### config.mk
export PLATFORM = sky130hd
export DESIGN_NAME = l1d_refill_ctrl
export DESIGN_NICKNAME = d
export VERILOG_FILES = /design/src/rtl/cache_pkg.sv /design/src/rtl/l1d_refill_ctrl.sv
export SDC_FILE = /design/constraint.sdc
export NUM_CORES = 1
export LEC_CHECK = 0
export ABC_AREA = 1
export CORE_MARGIN = 2
export CORE_UTILIZATION = 35
export CTS_CLUSTER_DIAMETER = 30
export DETAILED_ROUTE_END_ITERATION = 7
export PLACE_DENSITY = 0.84
export SLEW_MARGIN = 5
export SYNTH_ARGS = -nofsm -noshare
export SYNTH_HDL_FRONTEND = slang
export SYNTH_SLANG_ARGS = --single-unit
### constraint.sdc
create_clock -name clk -period 1.3 [get_ports clk]
set_clock_uncertainty 0.1 [all_clocks]
set_input_delay 0.26 -clock clk [delete_from_list [all_inputs] [get_ports clk]]
set_output_delay 0.26 -clock clk [all_outputs]
set_load 0.1 [all_outputs]
### src/rtl/cache_pkg.sv
// Shared L1D line geometry and the refill sequencer state encoding.
package cache_pkg;

   localparam int ADDR_WIDTH = 32;
   localparam int DATA_WIDTH = 32;
   localparam int LINE_BYTES = 64;
   localparam int BEATS      = LINE_BYTES * 8 / DATA_WIDTH;
   localparam int BEAT_W     = $clog2(BEATS);
   localparam int OFFSET_W   = $clog2(LINE_BYTES);

   typedef enum logic [2:0] {
      IDLE,
      WB_REQ,
      WB_RD,
      WB_SEND,
      WB_RESP,
      RF_REQ,
      RF_DATA,
      DONE
   } refill_state_t;

endpackage

### src/rtl/l1d_refill_ctrl.sv
// L1D miss sequencer: optional dirty-victim write-back, then beat-by-beat line refill.
// Clean zero-wait miss: ack at cycle 0, request at 1, beats 2..17, refill_done at 18; stalls follow memory ready.
module l1d_refill_ctrl #(
   parameter int ADDR_WIDTH  = cache_pkg::ADDR_WIDTH,
   parameter int DATA_WIDTH  = cache_pkg::DATA_WIDTH,
   parameter int LINE_BYTES  = cache_pkg::LINE_BYTES,
   localparam int BEATS      = LINE_BYTES * 8 / DATA_WIDTH,
   localparam int BEAT_W     = $clog2(BEATS),
   localparam int OFFSET_W   = $clog2(LINE_BYTES)
) (
   input  logic                  clk,
   input  logic                  rst,
   input  logic                  miss_req,
   input  logic [ADDR_WIDTH-1:0] miss_addr,
   input  logic                  victim_dirty,
   input  logic [ADDR_WIDTH-1:0] victim_addr,
   output logic                  miss_ack,
   output logic                  busy,
   output logic                  refill_done,
   output logic                  protocol_err,
   output logic                  arr_rd_en,
   output logic [BEAT_W-1:0]     arr_rd_beat,
   input  logic [DATA_WIDTH-1:0] arr_rd_data,
   output logic                  arr_wr_en,
   output logic [BEAT_W-1:0]     arr_wr_beat,
   output logic [DATA_WIDTH-1:0] arr_wr_data,
   output logic                  mem_req_valid,
   input  logic                  mem_req_ready,
   output logic                  mem_req_write,
   output logic [ADDR_WIDTH-1:0] mem_req_addr,
   output logic                  mem_wdata_valid,
   input  logic                  mem_wdata_ready,
   output logic [DATA_WIDTH-1:0] mem_wdata,
   output logic                  mem_wlast,
   input  logic                  mem_wresp_valid,
   input  logic                  mem_rdata_valid,
   input  logic [DATA_WIDTH-1:0] mem_rdata,
   input  logic                  mem_rlast
);

   import cache_pkg::*;

   localparam logic [ADDR_WIDTH-1:0] LINE_MASK = ADDR_WIDTH'((64'd1 << OFFSET_W) - 64'd1);
   localparam logic [BEAT_W-1:0]     LAST_BEAT = BEAT_W'(BEATS - 1);

   refill_state_t         state_q, state_d;
   logic [BEAT_W-1:0]     beat_q, beat_d;
   logic                  err_q, err_d;
   logic [DATA_WIDTH-1:0] wbuf_q;
   logic                  wbuf_load_q;
   logic [ADDR_WIDTH-1:0] miss_line_q;
   logic [ADDR_WIDTH-1:0] victim_line_q;

   assign busy         = (state_q != IDLE);
   assign protocol_err = err_q;

   always_ff @(posedge clk) begin
      if (rst) begin
         state_q       <= IDLE;
         beat_q        <= '0;
         err_q         <= 1'b0;
         wbuf_q        <= '0;
         wbuf_load_q   <= 1'b0;
         miss_line_q   <= '0;
         victim_line_q <= '0;
      end else begin
         state_q     <= state_d;
         beat_q      <= beat_d;
         err_q       <= err_d;
         // Array data lands one cycle after the read; hold it for as long as the write beat stalls.
         wbuf_load_q <= (state_q == WB_RD);
         if (wbuf_load_q) begin
            wbuf_q <= arr_rd_data;
         end
         if (miss_ack) begin
            miss_line_q   <= miss_addr & ~LINE_MASK;
            victim_line_q <= victim_addr & ~LINE_MASK;
         end
      end
   end

   always_comb begin
      state_d         = state_q;
      beat_d          = beat_q;
      err_d           = err_q;
      miss_ack        = 1'b0;
      refill_done     = 1'b0;
      arr_rd_en       = 1'b0;
      arr_rd_beat     = '0;
      arr_wr_en       = 1'b0;
      arr_wr_beat     = '0;
      arr_wr_data     = '0;
      mem_req_valid   = 1'b0;
      mem_req_write   = 1'b0;
      mem_req_addr    = '0;
      mem_wdata_valid = 1'b0;
      mem_wdata       = '0;
      mem_wlast       = 1'b0;

      case (state_q)
         IDLE: begin
            if (miss_req && !rst) begin
               miss_ack = 1'b1;
               state_d  = victim_dirty ? WB_REQ : RF_REQ;
            end
         end
         WB_REQ: begin
            mem_req_valid = 1'b1;
            mem_req_write = 1'b1;
            mem_req_addr  = victim_line_q;
            if (mem_req_ready) begin
               beat_d  = '0;
               state_d = WB_RD;
            end
         end
         WB_RD: begin
            arr_rd_en   = 1'b1;
            arr_rd_beat = beat_q;
            state_d     = WB_SEND;
         end
         WB_SEND: begin
            mem_wdata_valid = 1'b1;
            mem_wdata       = wbuf_load_q ? arr_rd_data : wbuf_q;
            mem_wlast       = (beat_q == LAST_BEAT);
            if (mem_wdata_ready) begin
               if (beat_q == LAST_BEAT) begin
                  state_d = WB_RESP;
               end else begin
                  beat_d  = beat_q + BEAT_W'(1);
                  state_d = WB_RD;
               end
            end
         end
         WB_RESP: begin
            if (mem_wresp_valid) begin
               state_d = RF_REQ;
            end
         end
         RF_REQ: begin
            mem_req_valid = 1'b1;
            mem_req_addr  = miss_line_q;
            if (mem_req_ready) begin
               beat_d  = '0;
               state_d = RF_DATA;
            end
         end
         RF_DATA: begin
            if (mem_rdata_valid) begin
               arr_wr_en   = 1'b1;
               arr_wr_beat = beat_q;
               arr_wr_data = mem_rdata;
               // Burst length is fixed by the counter; rlast is only cross-checked.
               if (mem_rlast != (beat_q == LAST_BEAT)) begin
                  err_d = 1'b1;
               end
               if (beat_q == LAST_BEAT) begin
                  state_d = DONE;
               end else begin
                  beat_d = beat_q + BEAT_W'(1);
               end
            end
         end
         DONE: begin
            refill_done = 1'b1;
            state_d     = IDLE;
         end
         default: state_d = IDLE;
      endcase
   end

endmodule

==> After elaboration in Yosys (flattened, before gate mapping) <==
Cells that the tools add are included.
{ "totals": {"reg_bits": 93, "out_inout_bits": 114, "wordCells": 67} }
{ "classes": {"add_sub_neg": 1, "eq_ne": 17, "mux": 33, "reduce_logical": 9} }
{ "ops": {"columns": ["operator", "n"], "rows": [
  ["$mux 32", 4],
  ["$pmux 32 s2", 1],
  ["$mux 4", 7],
  ["$mux 3", 9],
  ["$pmux 3 s8", 1],
  ["$ne 2x2->1 const B", 7],
  ["$eq 3x3->1 const B", 4],
  ["$pmux 4 s3", 1],
  ["$mux 1", 10],
  ["$reduce_and 7->1", 1],
  ["$eq 3x2->1 const B", 2],
  ["$reduce_bool 3->1", 2],
  ["$add 4x1->4 const B", 1],
  ["$eq 4x4->1 const B", 1],
  ["$reduce_and 4->1", 1],
  ["$eq 3x1->1 const B", 1],
  ["$logic_not 3->1", 1],
  ["$reduce_and 3->1", 1],
  ["$ne 2x1->1 const B", 1],
  ["$reduce_or 2->1", 1],
  ["$logic_and 1x1->1", 1],
  ["$logic_not 1->1", 1],
  ["$ne 1x1->1", 1]
]} }

==> Logic depth before layout (Yosys ltp) <==
Gate-level depths: netlist of run 1.
{ "depth": {"word_depth": 4, "depth_mapped": 9, "depth_no_buf": 9} }

==> Worst setup path before layout of run 1 <==
OpenSTA, ideal clock, no wires.
{ "synth_timing": {"kind": "reg2out", "from": "register state_q[0]", "to": "output port mem_req_addr[10]", "arrival_ns": 3.876, "setup_slack_ns": -2.936, "stages_incl_launch_ff": 8, "path_buffers": 1, "cell_sequence": "dfxtp_1 > inv_1 > nor2_4 > inv_2 > nor2_2 > inv_2 > clkbuf_1 > o22ai_1"} }
{ "synth_via": {"elab_chain_cells": 2, "elab_cells_between_ends": 3, "cone_classes": "2 x eq/ne; 1 x mux"} }
{ "synth_rtl": {"columns": ["element", "line", "rtl"], "rows": [
  ["start: declaration", "l1d_refill_ctrl.sv:46", "refill_state_t state_q, state_d;"],
  ["start signal: assignment", "l1d_refill_ctrl.sv:67", "state_q <= state_d;"],
  ["$eq 3x3->1 / $eq 3x1->1 (equally long branches)", "l1d_refill_ctrl.sv:100", "case (state_q)"],
  ["$pmux 32 s2 *", "l1d_refill_ctrl.sv:100", null],
  ["end: declaration", "l1d_refill_ctrl.sv:30", "output logic [ADDR_WIDTH-1:0] mem_req_addr,"]
]} }
Every way passes the cells marked *; elsewhere a longest branch is shown, timed or not.

==> Worst setup path after layout of run 1 <==
{ "layout_timing": {"from": "register state_q[1]", "to": "output port arr_wr_beat[3]"} }
{ "layout_via": {"elab_chain_cells": 2} }
{ "layout_rtl": {"columns": ["element", "line", "rtl"], "rows": [
  ["$eq 3x3->1", "l1d_refill_ctrl.sv:100", null],
  ["$mux 4", "l1d_refill_ctrl.sv:100", null],
  ["end: declaration", "l1d_refill_ctrl.sv:25", "output logic [BEAT_W-1:0] arr_wr_beat,"]
]} }
Every way passes these cells.

==> impl_results.md, run 1 <==
* Status: complete, but fails checks
* Failing checks: setup timing
* Largest delay contributor family on the critical path: simple AND/OR/NAND/NOR gates
* Setup CP Type: register to primary output
* CTS H-tree depth at 3
* GPL Wtd Cong at 0.828
* Port Buf Inserts at 232
* Post-synth top cells: nor2_1, nand2_1, dfxtp_1, inv_1, o31ai_1
* Pleak at 4.00 nW
* Drt first pass iters at 7
* Vias in the first global route at 5,799
* Total track usage at 29.4%
* Sequential-to-total area share from yosys stat at 43.2%
* Routed vias/inst at 5.33
* CP startpoint: state_q[1]$_SDFFE_PP0P_
* Overall power after layout at 16.6 mW
* Max rail drop VDD at 0.924 mV
* Placed cell areas at 9450 µm²
* Max-Cap Viols at 0
* CTS Buffer Depth at 2
* CTS Root Cell: clkbuf_16
* Peak Freq at 474 MHz
* Die X at 115 µm
* Unrepaired setup endpoints after global routing: true
* Final max-slew violation count at 0
* Top cells by area, synth: dfxtp_1, nor2_1, nand2_1
* Dpl ws at -0.639 ns
* Clock buffer count from CTS at 9
* Site Rows at 40
* Arrival time worst endpoint at 1.75 ns
* Count leader, synth: nor2_1
* Hpwl dp at 13,400 µm
* DR vias at 5,693
* Critical path cell sequence: inv_4, nor2_4, nand2_4, nor2_4, clkinvlp_4, nor2_4, buf_12
* Worst setup margin at -0.811 ns
* Finished Cell Area at 10,900 µm²
* Global-route wire length before repair at 30,200 µm
* Hold path start: miss_addr[31]
* GRT overflow at 0
* Syn Inst Count at 586
* Crit-path slowest cell: dfxtp_4
* Final Hold Viols at 0
* Die Area at 13,200 µm²
* Final net count at 1,055
* IO Pins at 251
* Post-synth top area share at 43.2%
* Synth-to-Final Area Change at 152%
* Cell variety after synth at 25
* Syn Area/Cell at 7.36 µm²
* DRT Wirelength at 22,200 µm
* Seq cells post-synth at 93
* Crit Reg-Reg Startpoint: state_q[0]$_SDFFE_PP0P_
* Setup Viol. Count Final at 172
* Clock latency on the worst-skew pair at 0.34 ns
* Clock slew at reported path FFs at 0.06 ns
* Startpoint types: register
* Number of synthesized flops with an enable pin at 0
* Initial antenna violation count at 0
* Worst Path Required at 0.94 ns
* Final cycle utilization of the critical path at 162%
* Crit path time final at 2.11 ns
* Crit end category: primary output
* Wire per inst at 20.8 µm
* Mapped cell area at 4310 µm²
* Ys Warns at 0
* Post-synth top flop: dfxtp_1
* Async set-reset flop share out of synthesis at 0%
* CTS tree: yes
* DRC Markers at 0
* Initial Util at 35.9%
* Die Y at 115 µm
* Setup TNS at -109.60 ns
* Synth area leader: dfxtp_1
* # fillers at 464
* Pwr Density at 1530 nW/µm²
* Largest stage delay, worst path at 0.39 ns
* # clock sinks at 93
* Dpl cells at 1,009
* Largest net degree at the start of global routing at 40
* CP dominant cell by count: nor2_4
* ANT nets after route at 0
* Critical path peak fanout at 5
* Share of cells above drive strength 1 at 45.1%
* Antenna cells at 0
* Layout Cells excl Fill at 1,069
* CP Buf/Inv Count at 3
* Worst hold path type: input port to register
* Placeable Area at 12,000 µm²
* DRT iter0 DRCs at 277
==> power breakdown <==
part           internal, mW  leakage (nW)  switching (mW)
Sequential             3.44         0.763           0.295
Clock                  1.93         0.167            1.10
Combinational          4.32          3.07            5.54
==> final timing paths <==
check                                       to  slack [ns]  cells past startpoint
setup / recovery                arr_wr_beat[3]       -0.81                      7
hold reg to reg   miss_line_q[17]$_SDFFE_PP0P_        0.43                      2
hold / removal    miss_line_q[31]$_SDFFE_PP0P_        0.39                      3
setup reg to reg  miss_line_q[18]$_SDFFE_PP0P_       -0.72                     11
==> cells in the final DEF (no fill, tap or decap), drive strengths merged <==
cell type | netlist | routed
a21oi | 5 | 5
buf | 19 | 226
bufbuf | 0 | 6
bufinv | 0 | 3
clkbuf | 28 | 18
clkdlybuf4s50 | 0 | 122
clkinv | 0 | 1
clkinvlp | 0 | 4
conb | 1 | 6
dfxtp | 93 | 93
dlymetal6s2s | 0 | 1
ha | 1 | 1
inv | 74 | 70
mux2i | 32 | 32
nand2 | 114 | 114
nand3 | 12 | 12
nand3b | 1 | 1
nand4 | 2 | 2
nor2 | 120 | 121
nor3 | 2 | 2
o21ai | 2 | 2
o22ai | 26 | 26
o31ai | 52 | 52
or2 | 1 | 1
xnor2 | 1 | 1
==> cell families (layout without fill, tap and decap cells) <==
kind of cell / count (synthesis) / after routing / share of synthesized area (%)
compound gates: 85 / 85 / 13.6
xor+xnor: 1 / 1 / 0.203
fa+ha+maj: 1 / 1 / 0.290
buf+inv: 121 / 451 / 11.9
flops: 93 / 93 / 43.2
mux: 32 / 32 / 7.43
other cells: 1 / 6 / 0.0869
simple gates: 252 / 253 / 23.3
==> sequential cells by signal, summed over array words and instances (netlist names) <==
name           flops
wbuf_load_q        1
wbuf_q            32
state_q            3
miss_line_q       26
victim_line_q     26
beat_q             4
protocol_err       1
==> per-layer routing <==
layer  global-route usage, %  routed length (µm)  up-vias
li1                        -                   -     2543
met1                    31.2                7490     2715
met2                    55.8               12000      322
met3                    4.53                1280      113
met4                    15.3                1450        0
met5                       0                   0        -
==> per-stage QoR <==
stage / hold WS (ns) / util, %
after floorplan: 0.273 / -
final: 0.388 / 90.6
after CTS: 0.371 / 86.8
after detailed placement: 0.400 / 78.6
after global routing: 0.396 / 90.6
after global placement: 0.379 / 78.6
==> worst register-to-register path: cells and delay by family, from the launching register on <==
kind | cells | cell delay (ns)
AOI/OAI and AO/OA | 1 | 0.08
DFF | 1 | 0.36
and+or+nand+nor | 4 | 0.51
buffers and inverters | 6 | 0.89
==> layout make-up <==
cell class                 count  area [µm²]  share of cell area [%]
inverter                      74         313                    2.88
clock buffer                  12         246                    2.27
multi-input combinational    378        3140                    28.8
timing repair buffer         361        5020                    46.1
tap                          147         184                    1.69
sequential                    93        1880                    17.3
clock inverter                 4        95.1                   0.874
==> what timing repair did <==
action / CTS / global route
cloned: 11 / 6
resized for setup: 62 / 48
hold buffers: 0 / 0
pin swaps: 19 / 25
endpoints found under the setup margin: 177 / 181
buffers inserted: 11 / 20
No activity file was read; power rests on OpenSTA's default activity.
==> run 2: changes to the inputs <==
--- a/config.mk
+++ b/config.mk
@@ -6,6 +6,7 @@
 export NUM_CORES = 1
 export LEC_CHECK = 0
 export ABC_AREA = 1
+export CAP_MARGIN = 20
 export CORE_MARGIN = 2
 export CORE_UTILIZATION = 35
 export CTS_CLUSTER_DIAMETER = 30
==> results of run 2 <==
The final DEF is identical to that of run 1; final timing and power are the same.
==> run 3: changes to the inputs <==
--- a/config.mk
+++ b/config.mk
@@ -11,6 +11,7 @@
 export CORE_UTILIZATION = 35
 export CTS_CLUSTER_DIAMETER = 30
 export DETAILED_ROUTE_END_ITERATION = 7
+export MAX_ROUTING_LAYER = met4
 export PLACE_DENSITY = 0.84
 export SLEW_MARGIN = 5
 export SYNTH_ARGS = -nofsm -noshare
==> run 3 against run 2 <==
Effect of this change: the run still ends with setup timing left; flip-flop and latch count did not move; clock power is essentially flat; maximum frequency increased by 2.1%; combinational power up 1%; first-iteration DRC count is 15% higher; critical endpoint is now mem_wdata[30].
==> impl_results.md, run 3 (same netlist as run 1, synthesis figures left out) <==
* Status: complete, but fails checks
* Failing checks: setup timing
* Hold path start: miss_addr[31]
* Arrival time worst endpoint at 1.71 ns
* Largest register FFs at 32
* DR vias at 5,650
* CP startpoint: state_q[1]$_SDFFE_PP0P_
* Finished Cell Area at 10,800 µm²
* Startpoint types: register
* Share of cells above drive strength 1 at 44.9%
* Largest register by flop count: wbuf_q
* Grt met1 use at 31.1%
* Largest net degree at the start of global routing at 40
* Commonest cells after routing, fill and taps aside: buf_12, clkdlybuf4s50_1, nand2_1
* Clock buffer count from CTS at 9
* Site Rows at 40
* GRT overflow at 0
* Worst setup margin at -0.767 ns
* ANT nets after route at 0
* Crit Reg-Reg Startpoint: state_q[2]$_SDFFE_PP0P_
* Die Area at 13,200 µm²
* # clock sinks at 93
* CTS Root Cell: clkbuf_16
* CTS Buffer Depth at 2
* Total track usage at 30.3%
* GPL Wtd Cong at 0.840
* Setup CP Type: register to primary output
* Setup Viol. Count Final at 175
* Drt first pass iters at 7
* Final Hold Viols at 0
* Worst hold path type: input port to register
* Peak Freq at 484 MHz
* Pleak at 3.94 nW
* Routed vias/inst at 5.31
* Placeable Area at 12,000 µm²
* Commonest non-fill, non-tap cell in the layout: buf_12
* Worst hold slack at 0.389 ns
* Crit end category: primary output
* Wire per inst at 21.0 µm
* CTS tree: yes
* Clock latency on the worst-skew pair at 0.34 ns
* Critical path peak fanout at 6
* Vias in the first global route at 5,787
* Final cycle utilization of the critical path at 159%
* DRC Markers at 0
* Die X at 115 µm
* Clock slew at reported path FFs at 0.06 ns
* FF/Latch Area at 1880 µm²
* Final net count at 1,051
* Unrepaired setup endpoints after global routing: true
* CTS H-tree depth at 3
* Worst Path Required at 0.94 ns
* DRT iter0 DRCs at 318
* Max rail drop VDD at 0.953 mV
* GR peak layer: met2
* CTS Hold Bufs at 0
* Initial Util at 35.9%
* Synth-to-Final Area Change at 151%
* Overall power after layout at 16.8 mW
* Final max-slew violation count at 0
* Area of the multi-input gates at 3180 µm²
* DRT Wirelength at 22,300 µm
* M2 GR Usage at 55.8%
* Die Y at 115 µm
* Largest registers: wbuf_q: 32 flops, miss_line_q: 26 flops, victim_line_q: 26 flops
* Antenna cells at 0
* Pwr Density at 1550 nW/µm²
* GR Layer Usage met3 at 4.43%
* Crit path time final at 2.07 ns
* Global-route wire length before repair at 30,200 µm
* Placed cell areas at 9450 µm²
* # fillers at 498
* IO Pins at 251
* Initial antenna violation count at 0
* Port Buf Inserts at 232
* Max-Cap Viols at 0
* Hpwl dp at 13,400 µm
[run 3: report_power, final]
part / internal (mW) / switching, mW
Sequential: 3.44 / 0.323
Combinational: 4.35 / 5.61
Clock: 1.93 / 1.11
[run 3: final cells by class]
cell class | count | area share (%)
timing repair buffer | 357 | 45.4
multi-input combinational | 378 | 29.4
sequential | 93 | 17.4
inverter | 74 | 2.85
clock buffer | 12 | 2.28
tap | 147 | 1.70
clock inverter | 4 | 0.880
[run 3: per-stage QoR]
step           setup slack (ns)  setup TNS, ns  instances  utilization [%]
2_1_floorplan             -1.70        -127.41        591                -
3_3_place_gp             -0.580         -66.95       1009             78.6
3_5_place_dp             -0.639         -71.24       1009             78.6
4_1_cts                  -0.770        -102.90       1047             86.8
5_1_grt                  -0.817        -119.01       1065             90.0
6_report                 -0.767        -109.79       1065             90.0
[run 3: path summary, 6_finish.rpt]
kind                                                        to  slack (ns)  cells after the start
worst max register to register  victim_line_q[16]$_SDFFE_PP0P_       -0.74                     11
worst min register to register       protocol_err$_SDFFE_PP0P_        0.43                      2
worst min-delay path              miss_line_q[31]$_SDFFE_PP0P_        0.39                      3
worst max-delay path                             mem_wdata[30]       -0.77                      7
[run 3: worst max-delay path, stage by stage (launching register included)]
cell and delay (ns):
dfxtp_4 0.39, buf_4 0.15, nand2_4 0.06, nor2_4 0.15, inv_4 0.11, clkbuf_16 0.19, nor2_4 0.12, buf_12 0.18
[run 3: timing repair]
item	CTS	global route
buffers inserted	11	21
cloned	11	2
gates resized for setup	62	41
endpoints found under the setup margin	177	181
pin swaps	19	10
[run 3: per-layer routing]
layer / vias to the layer above / share of wire, %
met3: 97 / 5.6
met5: - / 0
met2: 331 / 55
li1: 2536 / -
met4: 0 / 5.5
met1: 2686 / 34
